**config.mk**
```make
export PLATFORM = sky130hd
export DESIGN_NAME = branch_predictor_cp4_flat
export DESIGN_NICKNAME = d
export VERILOG_FILES = /design/src/rtl/branch_predictor_cp4_if.sv /design/src/rtl/branch_predictor_cp4.sv /design/src/flat_wrapper.sv
export SDC_FILE = /design/constraint.sdc
export NUM_CORES = 1
export LEC_CHECK = 0
export BUFFER_PORTS_ARGS = -buffer_cell sky130_fd_sc_hd__buf_2
export CORE_MARGIN = 2
export CORE_UTILIZATION = 44
export CTS_CLUSTER_SIZE = 14
export DETAILED_ROUTE_END_ITERATION = 12
export PLACE_DENSITY = 0.59
export SLEW_MARGIN = 0
export SYNTH_ARGS = -nofsm -noshare
export SYNTH_HDL_FRONTEND = slang
export SYNTH_SLANG_ARGS = --single-unit
export TNS_END_PERCENT = 10
```
**constraint.sdc**
```tcl
create_clock -name clk -period 7.4 [get_ports clk]
set_input_delay 1.48 -clock clk [delete_from_list [all_inputs] [get_ports clk]]
set_output_delay 1.48 -clock clk [all_outputs]
set_load 0.01 [all_outputs]
```
**src/rtl/branch_predictor_cp4_if.sv**
```systemverilog
// rtl/branch_predictor_cp4_if.sv - guess/check port bundle for the branch predictor
interface branch_predictor_cp4_if #(
  parameter int PC_W = 32
);
  logic            bp_en;
  logic [PC_W-1:0] pc_guess;
  logic            is_br_guess;
  logic            br_pred_taken;
  logic            pred_hit;
  logic [PC_W-1:0] pc_check;
  logic            is_br_check;
  logic            br_taken_check;
  logic            br_pred_check;
  logic            br_mispredict;

  modport master (
    output bp_en, pc_guess, is_br_guess, pc_check, is_br_check, br_taken_check, br_pred_check,
    input  br_pred_taken, pred_hit, br_mispredict
  );

  modport slave (
    input  bp_en, pc_guess, is_br_guess, pc_check, is_br_check, br_taken_check, br_pred_check,
    output br_pred_taken, pred_hit, br_mispredict
  );
endinterface

```
**src/rtl/branch_predictor_cp4.sv**
```systemverilog
// rtl/branch_predictor_cp4.sv - direct-mapped tagged 2-bit-counter BHT
// Optional BP_STATS_EN adds branch/mispredict event counters.
module branch_predictor_cp4 #(
  parameter int LINES = 32,
  parameter int PC_W  = 32
) (
  input  logic                  clk,
  input  logic                  rst_n,
  branch_predictor_cp4_if.slave bp
`ifdef BP_STATS_EN
  ,
  output logic [31:0]           stat_branches,
  output logic [31:0]           stat_mispredicts
`endif
);
  localparam int IDX_W = $clog2(LINES);
  localparam int TAG_W = PC_W - IDX_W - 2;

  logic             valid   [LINES];
  logic [1:0]       cnt     [LINES];
  logic [TAG_W-1:0] tag_mem [LINES];

  logic [IDX_W-1:0] idx_g, idx_c;
  logic [TAG_W-1:0] tag_g, tag_c;
  logic             hit_c;
  logic             do_update;
  logic [1:0]       cnt_next;
  logic             unused_pc_lsbs;

  assign idx_g = bp.pc_guess[IDX_W+1:2];
  assign tag_g = bp.pc_guess[PC_W-1:IDX_W+2];
  assign idx_c = bp.pc_check[IDX_W+1:2];
  assign tag_c = bp.pc_check[PC_W-1:IDX_W+2];
  assign unused_pc_lsbs = ^{bp.pc_guess[1:0], bp.pc_check[1:0]};

  // Guess reads the table state before this cycle's update; no bypass.
  assign bp.pred_hit      = valid[idx_g] & (tag_mem[idx_g] == tag_g);
  assign bp.br_pred_taken = bp.bp_en & bp.is_br_guess & bp.pred_hit & cnt[idx_g][1];
  assign bp.br_mispredict = bp.is_br_check & (bp.br_taken_check != bp.br_pred_check);

  assign hit_c     = valid[idx_c] & (tag_mem[idx_c] == tag_c);
  assign do_update = bp.bp_en & bp.is_br_check;

  always_comb begin
    cnt_next = cnt[idx_c];
    if (!hit_c) begin
      cnt_next = bp.br_taken_check ? 2'b10 : 2'b01;
    end else if (bp.br_taken_check) begin
      if (cnt[idx_c] != 2'b11) cnt_next = cnt[idx_c] + 2'b01;
    end else begin
      if (cnt[idx_c] != 2'b00) cnt_next = cnt[idx_c] - 2'b01;
    end
  end

  always_ff @(posedge clk or negedge rst_n) begin
    if (!rst_n) begin
      for (int i = 0; i < LINES; i++) begin
        valid[i] <= 1'b0;
        cnt[i]   <= 2'b00;
      end
    end else if (do_update) begin
      valid[idx_c] <= 1'b1;
      cnt[idx_c]   <= cnt_next;
    end
  end

  // Tags are qualified by valid, so they carry no reset.
  always_ff @(posedge clk) begin
    if (do_update && rst_n) begin
      tag_mem[idx_c] <= tag_c;
    end
  end

`ifdef BP_STATS_EN
  always_ff @(posedge clk or negedge rst_n) begin
    if (!rst_n) begin
      stat_branches    <= 32'd0;
      stat_mispredicts <= 32'd0;
    end else begin
      if (bp.is_br_check)   stat_branches    <= stat_branches + 32'd1;
      if (bp.br_mispredict) stat_mispredicts <= stat_mispredicts + 32'd1;
    end
  end
`endif
endmodule

```
**src/flat_wrapper.sv**
```systemverilog
// flat-port wrapper written by rule: the top's interface ports become plain ports
module branch_predictor_cp4_flat 
#(
  parameter int LINES = 32,
  parameter int PC_W  = 32
)
  (clk, rst_n, bp_bp_en, bp_pc_guess, bp_is_br_guess, bp_pc_check, bp_is_br_check, bp_br_taken_check, bp_br_pred_check, bp_br_pred_taken, bp_pred_hit, bp_br_mispredict);
  branch_predictor_cp4_if #(.PC_W(PC_W)) bp_i ();
  input  logic clk;
  input  logic rst_n;
  input wire logic [$bits(bp_i.bp_en)-1:0] bp_bp_en;
  input wire logic [$bits(bp_i.pc_guess)-1:0] bp_pc_guess;
  input wire logic [$bits(bp_i.is_br_guess)-1:0] bp_is_br_guess;
  input wire logic [$bits(bp_i.pc_check)-1:0] bp_pc_check;
  input wire logic [$bits(bp_i.is_br_check)-1:0] bp_is_br_check;
  input wire logic [$bits(bp_i.br_taken_check)-1:0] bp_br_taken_check;
  input wire logic [$bits(bp_i.br_pred_check)-1:0] bp_br_pred_check;
  output wire logic [$bits(bp_i.br_pred_taken)-1:0] bp_br_pred_taken;
  output wire logic [$bits(bp_i.pred_hit)-1:0] bp_pred_hit;
  output wire logic [$bits(bp_i.br_mispredict)-1:0] bp_br_mispredict;
  assign bp_i.bp_en = bp_bp_en;
  assign bp_i.pc_guess = bp_pc_guess;
  assign bp_i.is_br_guess = bp_is_br_guess;
  assign bp_i.pc_check = bp_pc_check;
  assign bp_i.is_br_check = bp_is_br_check;
  assign bp_i.br_taken_check = bp_br_taken_check;
  assign bp_i.br_pred_check = bp_br_pred_check;
  assign bp_br_pred_taken = bp_i.br_pred_taken;
  assign bp_pred_hit = bp_i.pred_hit;
  assign bp_br_mispredict = bp_i.br_mispredict;
  branch_predictor_cp4 #(.LINES(LINES), .PC_W(PC_W)) u_core (.clk(clk), .rst_n(rst_n), .bp(bp_i));
endmodule
```
==> out/qor_table.md <==
| Parameter | Value | Unit |
|---|---|---|
| Placed Instance Area | 45000 | um2 |
| Clock transition at the registers of the reported paths | 0.06 | ns |
| Detailed Place HPWL | 87.2 | mm |
| Worst clock skew | 0.0379 | ns |
| CTS Sinks | 896 | - |
| Port buffer count | 69 | - |
| Worst r2r dst | u_core.cnt[46] | - |
| TNS Setup | 0 | ns |
| Startpoint type of the worst setup path | input port | - |
| Maximum buffer depth of the clock tree | 3 | - |
| Data arrival time of the worst path | 5.32 | ns |
| Final count of pins violating max slew | 0 | - |
| Timing-limited maximum frequency | 147 | MHz |
| Yosys synthesis warning count | 0 | - |
| Internal power consumption | 8.90 | mW |
| Endpoint, Worst Hold | u_core.valid[16] | - |
| FF+latch count, synth | 896 | - |
| Initial cell density of the core | 0.442 | - |
| Post-synthesis instance area | 42700 | um2 |
| Number of endpoints failing setup at the final stage | 0 | - |
| Transition time of the tightest slew-check pin | 1.35 | ns |
| Hold violation total from the final report | 0 | - |
| Number of cells on the worst reg-to-reg path | 10 | - |
| Synth Net Count | 2614 | - |
| Number of levels in the clock H-tree | 3 | - |
| Synthesized area per cell | 16.8 | um2 |
| Setup CP Type | input port to output port | - |
| Share of layout cells above drive strength 1 | 0.257 | - |
| Full die area | 99500 | um2 |
| Vertical die dimension | 315 | um |
| Total net switching power | 2.79 | mW |
| Routability-driven placement congestion ratio | 0.871 | - |
| Number of global-route vias before repair | 27048 | - |
| Ys async rst share | 0.107 | - |
| Register Area | 26400 | um2 |
| Net switching share of the total power | 0.239 | - |
| Primary flip-flop cell chosen by synthesis mapping | sky130_fd_sc_hd__edfxtp_1 | - |
| PnR Total Power | 11.7 | mW |
| Routed len/inst | 36.8 | um |
| Pwr Density | 243 | nW/um2 |
| Share of total power in the clock network | 0.421 | - |
| Cell at the root of the clock tree | sky130_fd_sc_hd__clkbuf_16 | - |
| Capturing element type of the critical path | output port | - |
| Cell area after layout | 48200 | um2 |
| Max Cap Viol | 0 | - |
| Cell taking the most area after synthesis | sky130_fd_sc_hd__edfxtp_1 | - |
| Sequential fraction of the synthesis area | 0.619 | - |
| CTS tree | yes | - |
| Number of top-level pins | 74 | - |
| Area fraction of the dominant cell type after synthesis | 0.563 | - |
| Number of antenna violations at the first check in global routing | 5 | - |
| Global-route wire length before repair | 204 | mm |
| Peak supply drop | 0.000163 | V |
| Number of synthesized flops with an enable pin | 800 | - |
| GRT Total Usage | 0.294 | - |
| Hold Path Cell Cnt | 1 | - |
| Worst setup margin | 0.598 | ns |
| Maximum number of pins on one net before global-route repair | 88 | - |
| Class of the most critical hold timing path | flop to flop | - |
| Share of the clock period used by the worst path | 0.919 | - |
| Total global routing overflow | 0 | - |
| DRC violations left | 0 | - |
| RSZ-0062 raised after global routing | false | - |
| Reported leakage power | 16.8 | nW |
| Result of the run | finished clean | - |
| TritonCTS Buffers | 96 | - |
| Combined area of the multi-input logic cells | 15400 | um2 |
| Worst hold path startpoint | u_core.valid[16] | - |
| Sequential power share | 0.486 | - |
| R2R Setup Slk | 3.24 | ns |
| Leading post-synthesis cells by cell area | sky130_fd_sc_hd__edfxtp_1, sky130_fd_sc_hd__mux4_2, sky130_fd_sc_hd__mux2i_1 | - |
| Site row count | 114 | - |
| Area Growth Syn to Fin | 13.0 | % |
| DP Worst Slack | 0.644 | ns |
| Overall via count from detail_route | 27329 | - |
| CP Data Required Time | 5.92 | ns |
| Die Width | 315 | um |
| Std-Cell Core Area | 96400 | um2 |
| Final-stage net count | 2707 | - |
| Max FO, Critical Path | 35 | - |
| Detailed Routing Iterations Pass 1 | 6 | - |
| Detailed-route wire length | 147 | mm |
| Remaining max-slew budget at the tightest pin | 0.0956 | - |
| Post-synthesis cell type count | 51 | - |
| DR iter-0 viols | 3759 | - |
| Hold-fix buffer count after cts | 0 | - |
| Reg-to-reg critical path startpoint | u_core.tag_mem[1][20] | - |
| Post-detailed-route count of antenna-violating nets | 0 | - |
| Combinational share of power | 0.093 | - |
| Cells resized by post-CTS repair | 0 | - |
| Final period demand of the worst path | 6.80 | ns |
| Post-CTS setup buffers | 0 | - |
| Clk Latency, worst-skew pair | 0.71 | ns |
| Post-Syn Instances | 2543 | - |
| Count of fill cells added during filler insertion | 8038 | - |
| Vias/cell | 6.85 | - |
==> sequential cells by signal (all words and copies together), names as in the netlist <==
register,cells
u_core.tag_mem,800
u_core.cnt,64
u_core.valid,32
==> cell usage in the layout (no fill, tap or decap), types with 5 or more instances in the layout <==
cell type	instances
sky130_fd_sc_hd__or2_2	8
sky130_fd_sc_hd__clkbuf_16	96
sky130_fd_sc_hd__a22oi_1	8
sky130_fd_sc_hd__clkinv_1	16
sky130_fd_sc_hd__buf_2	63
sky130_fd_sc_hd__clkbuf_1	11
sky130_fd_sc_hd__bufinv_16	11
sky130_fd_sc_hd__nor4_1	68
sky130_fd_sc_hd__nand4_1	10
sky130_fd_sc_hd__clkinvlp_4	5
sky130_fd_sc_hd__edfxtp_1	800
sky130_fd_sc_hd__a31oi_1	23
sky130_fd_sc_hd__xor2_1	13
sky130_fd_sc_hd__clkinv_2	25
sky130_fd_sc_hd__nor2_1	42
sky130_fd_sc_hd__a21oi_1	30
sky130_fd_sc_hd__nand3_1	5
sky130_fd_sc_hd__or3_1	28
sky130_fd_sc_hd__mux4_2	294
sky130_fd_sc_hd__xnor2_1	15
sky130_fd_sc_hd__o22ai_1	230
sky130_fd_sc_hd__mux2i_1	426
sky130_fd_sc_hd__dfrtp_1	96
sky130_fd_sc_hd__o21ai_0	33
sky130_fd_sc_hd__buf_12	22
sky130_fd_sc_hd__and2_2	6
sky130_fd_sc_hd__nand2_1	69
sky130_fd_sc_hd__and3_2	25
sky130_fd_sc_hd__and3_1	21
sky130_fd_sc_hd__buf_4	104
sky130_fd_sc_hd__or4_1	7
sky130_fd_sc_hd__nand2b_1	32
==> kinds of logic (layout without fill, tap and decap cells) <==
kind of cell	after synthesis	count (layout)	share of synthesized area
simple gates	361	361	0.0485
buf+inv	200	371	0.0214
compound gates	337	337	0.0494
xor+xnor	28	28	0.00575
mux	721	721	0.255
flops	896	896	0.619
other cells	0	1	0
==> area by class of cell <==
type                       count  area share
antenna                        1   0.0000519
multi-input combinational   1447       0.319
clock inverter                65      0.0144
timing repair buffer         192      0.0328
clock buffer                 111      0.0518
inverter                       3    0.000234
tap                         1276      0.0331
sequential                   896       0.548
==> synthesized netlist by cell type (30+ instances only) <==
cell	number
sky130_fd_sc_hd__edfxtp_1	800
sky130_fd_sc_hd__mux2i_1	426
sky130_fd_sc_hd__mux4_2	294
sky130_fd_sc_hd__o22ai_1	230
sky130_fd_sc_hd__dfrtp_1	96
sky130_fd_sc_hd__clkbuf_1	89
sky130_fd_sc_hd__nand2_1	69
sky130_fd_sc_hd__nor4_1	68
sky130_fd_sc_hd__buf_2	62
sky130_fd_sc_hd__and3_1	46
sky130_fd_sc_hd__nor2_1	43
sky130_fd_sc_hd__o21ai_0	33
sky130_fd_sc_hd__nand2b_1	32
sky130_fd_sc_hd__a21oi_1	30
sky130_fd_sc_hd__buf_1	30
==> power groups by stage <==
| stage | Sequential, mW | Clock [mW] | Combinational [mW] |
|---|---|---|---|
| floorplan | 5.76 | 0 | 0.678 |
| global placement | 5.77 | 0 | 1.06 |
| detailed placement | 5.78 | 0 | 1.08 |
| CTS | 5.68 | 4.96 | 1.08 |
| global route | 5.69 | 5.16 | 1.14 |
| finish | 5.68 | 4.92 | 1.09 |
==> metal layers <==
metal / part of all wire / routed length, um / global-route usage
met1: 0.39 / 56900 / 0.402
met2: 0.48 / 69800 / 0.471
met3: 0.10 / 15000 / 0.0584
met4: 0.035 / 5130 / 0.103
met5: 0.00047 / 69 / 0
==> metrics by stage <==
| stage | hold WS [ns] | utilization | std cells |
|---|---|---|---|
| 2_1_floorplan | 0.446 | - | 2543 |
| 3_3_place_gp | 0.463 | 0.467 | 3814 |
| 3_5_place_dp | 0.474 | 0.467 | 3814 |
| 4_1_cts | 0.488 | 0.500 | 3990 |
| 5_1_grt | 0.509 | 0.500 | 3990 |
| 6_report | 0.486 | 0.500 | 3991 |
==> critical path, stage by stage <==
cell                      delay, ns
sky130_fd_sc_hd__buf_8         0.37
sky130_fd_sc_hd__buf_12        0.27
sky130_fd_sc_hd__mux4_2        0.53
sky130_fd_sc_hd__mux4_2        0.48
sky130_fd_sc_hd__mux2i_1       0.32
sky130_fd_sc_hd__xnor2_1       0.23
sky130_fd_sc_hd__nor4_1        0.34
sky130_fd_sc_hd__nand3_1       0.27
sky130_fd_sc_hd__nor4_1        0.41
sky130_fd_sc_hd__buf_4         0.22
sky130_fd_sc_hd__and4_1        0.19
sky130_fd_sc_hd__buf_2         0.13
==> worst max path at each step <==
stage	start	end	slack (ns)	cells after the start
floorplan	bp_pc_guess[2]	bp_br_pred_taken	0.96	10
global placement	bp_pc_guess[2]	bp_br_pred_taken	0.74	12
detailed placement	bp_pc_guess[2]	bp_br_pred_taken	0.64	12
CTS	bp_pc_guess[2]	bp_br_pred_taken	0.63	12
global route	bp_pc_guess[2]	bp_br_pred_taken	0.50	12
finish	bp_pc_guess[2]	bp_br_pred_taken	0.60	12
Note: power is estimated with default switching activity, not from simulation.
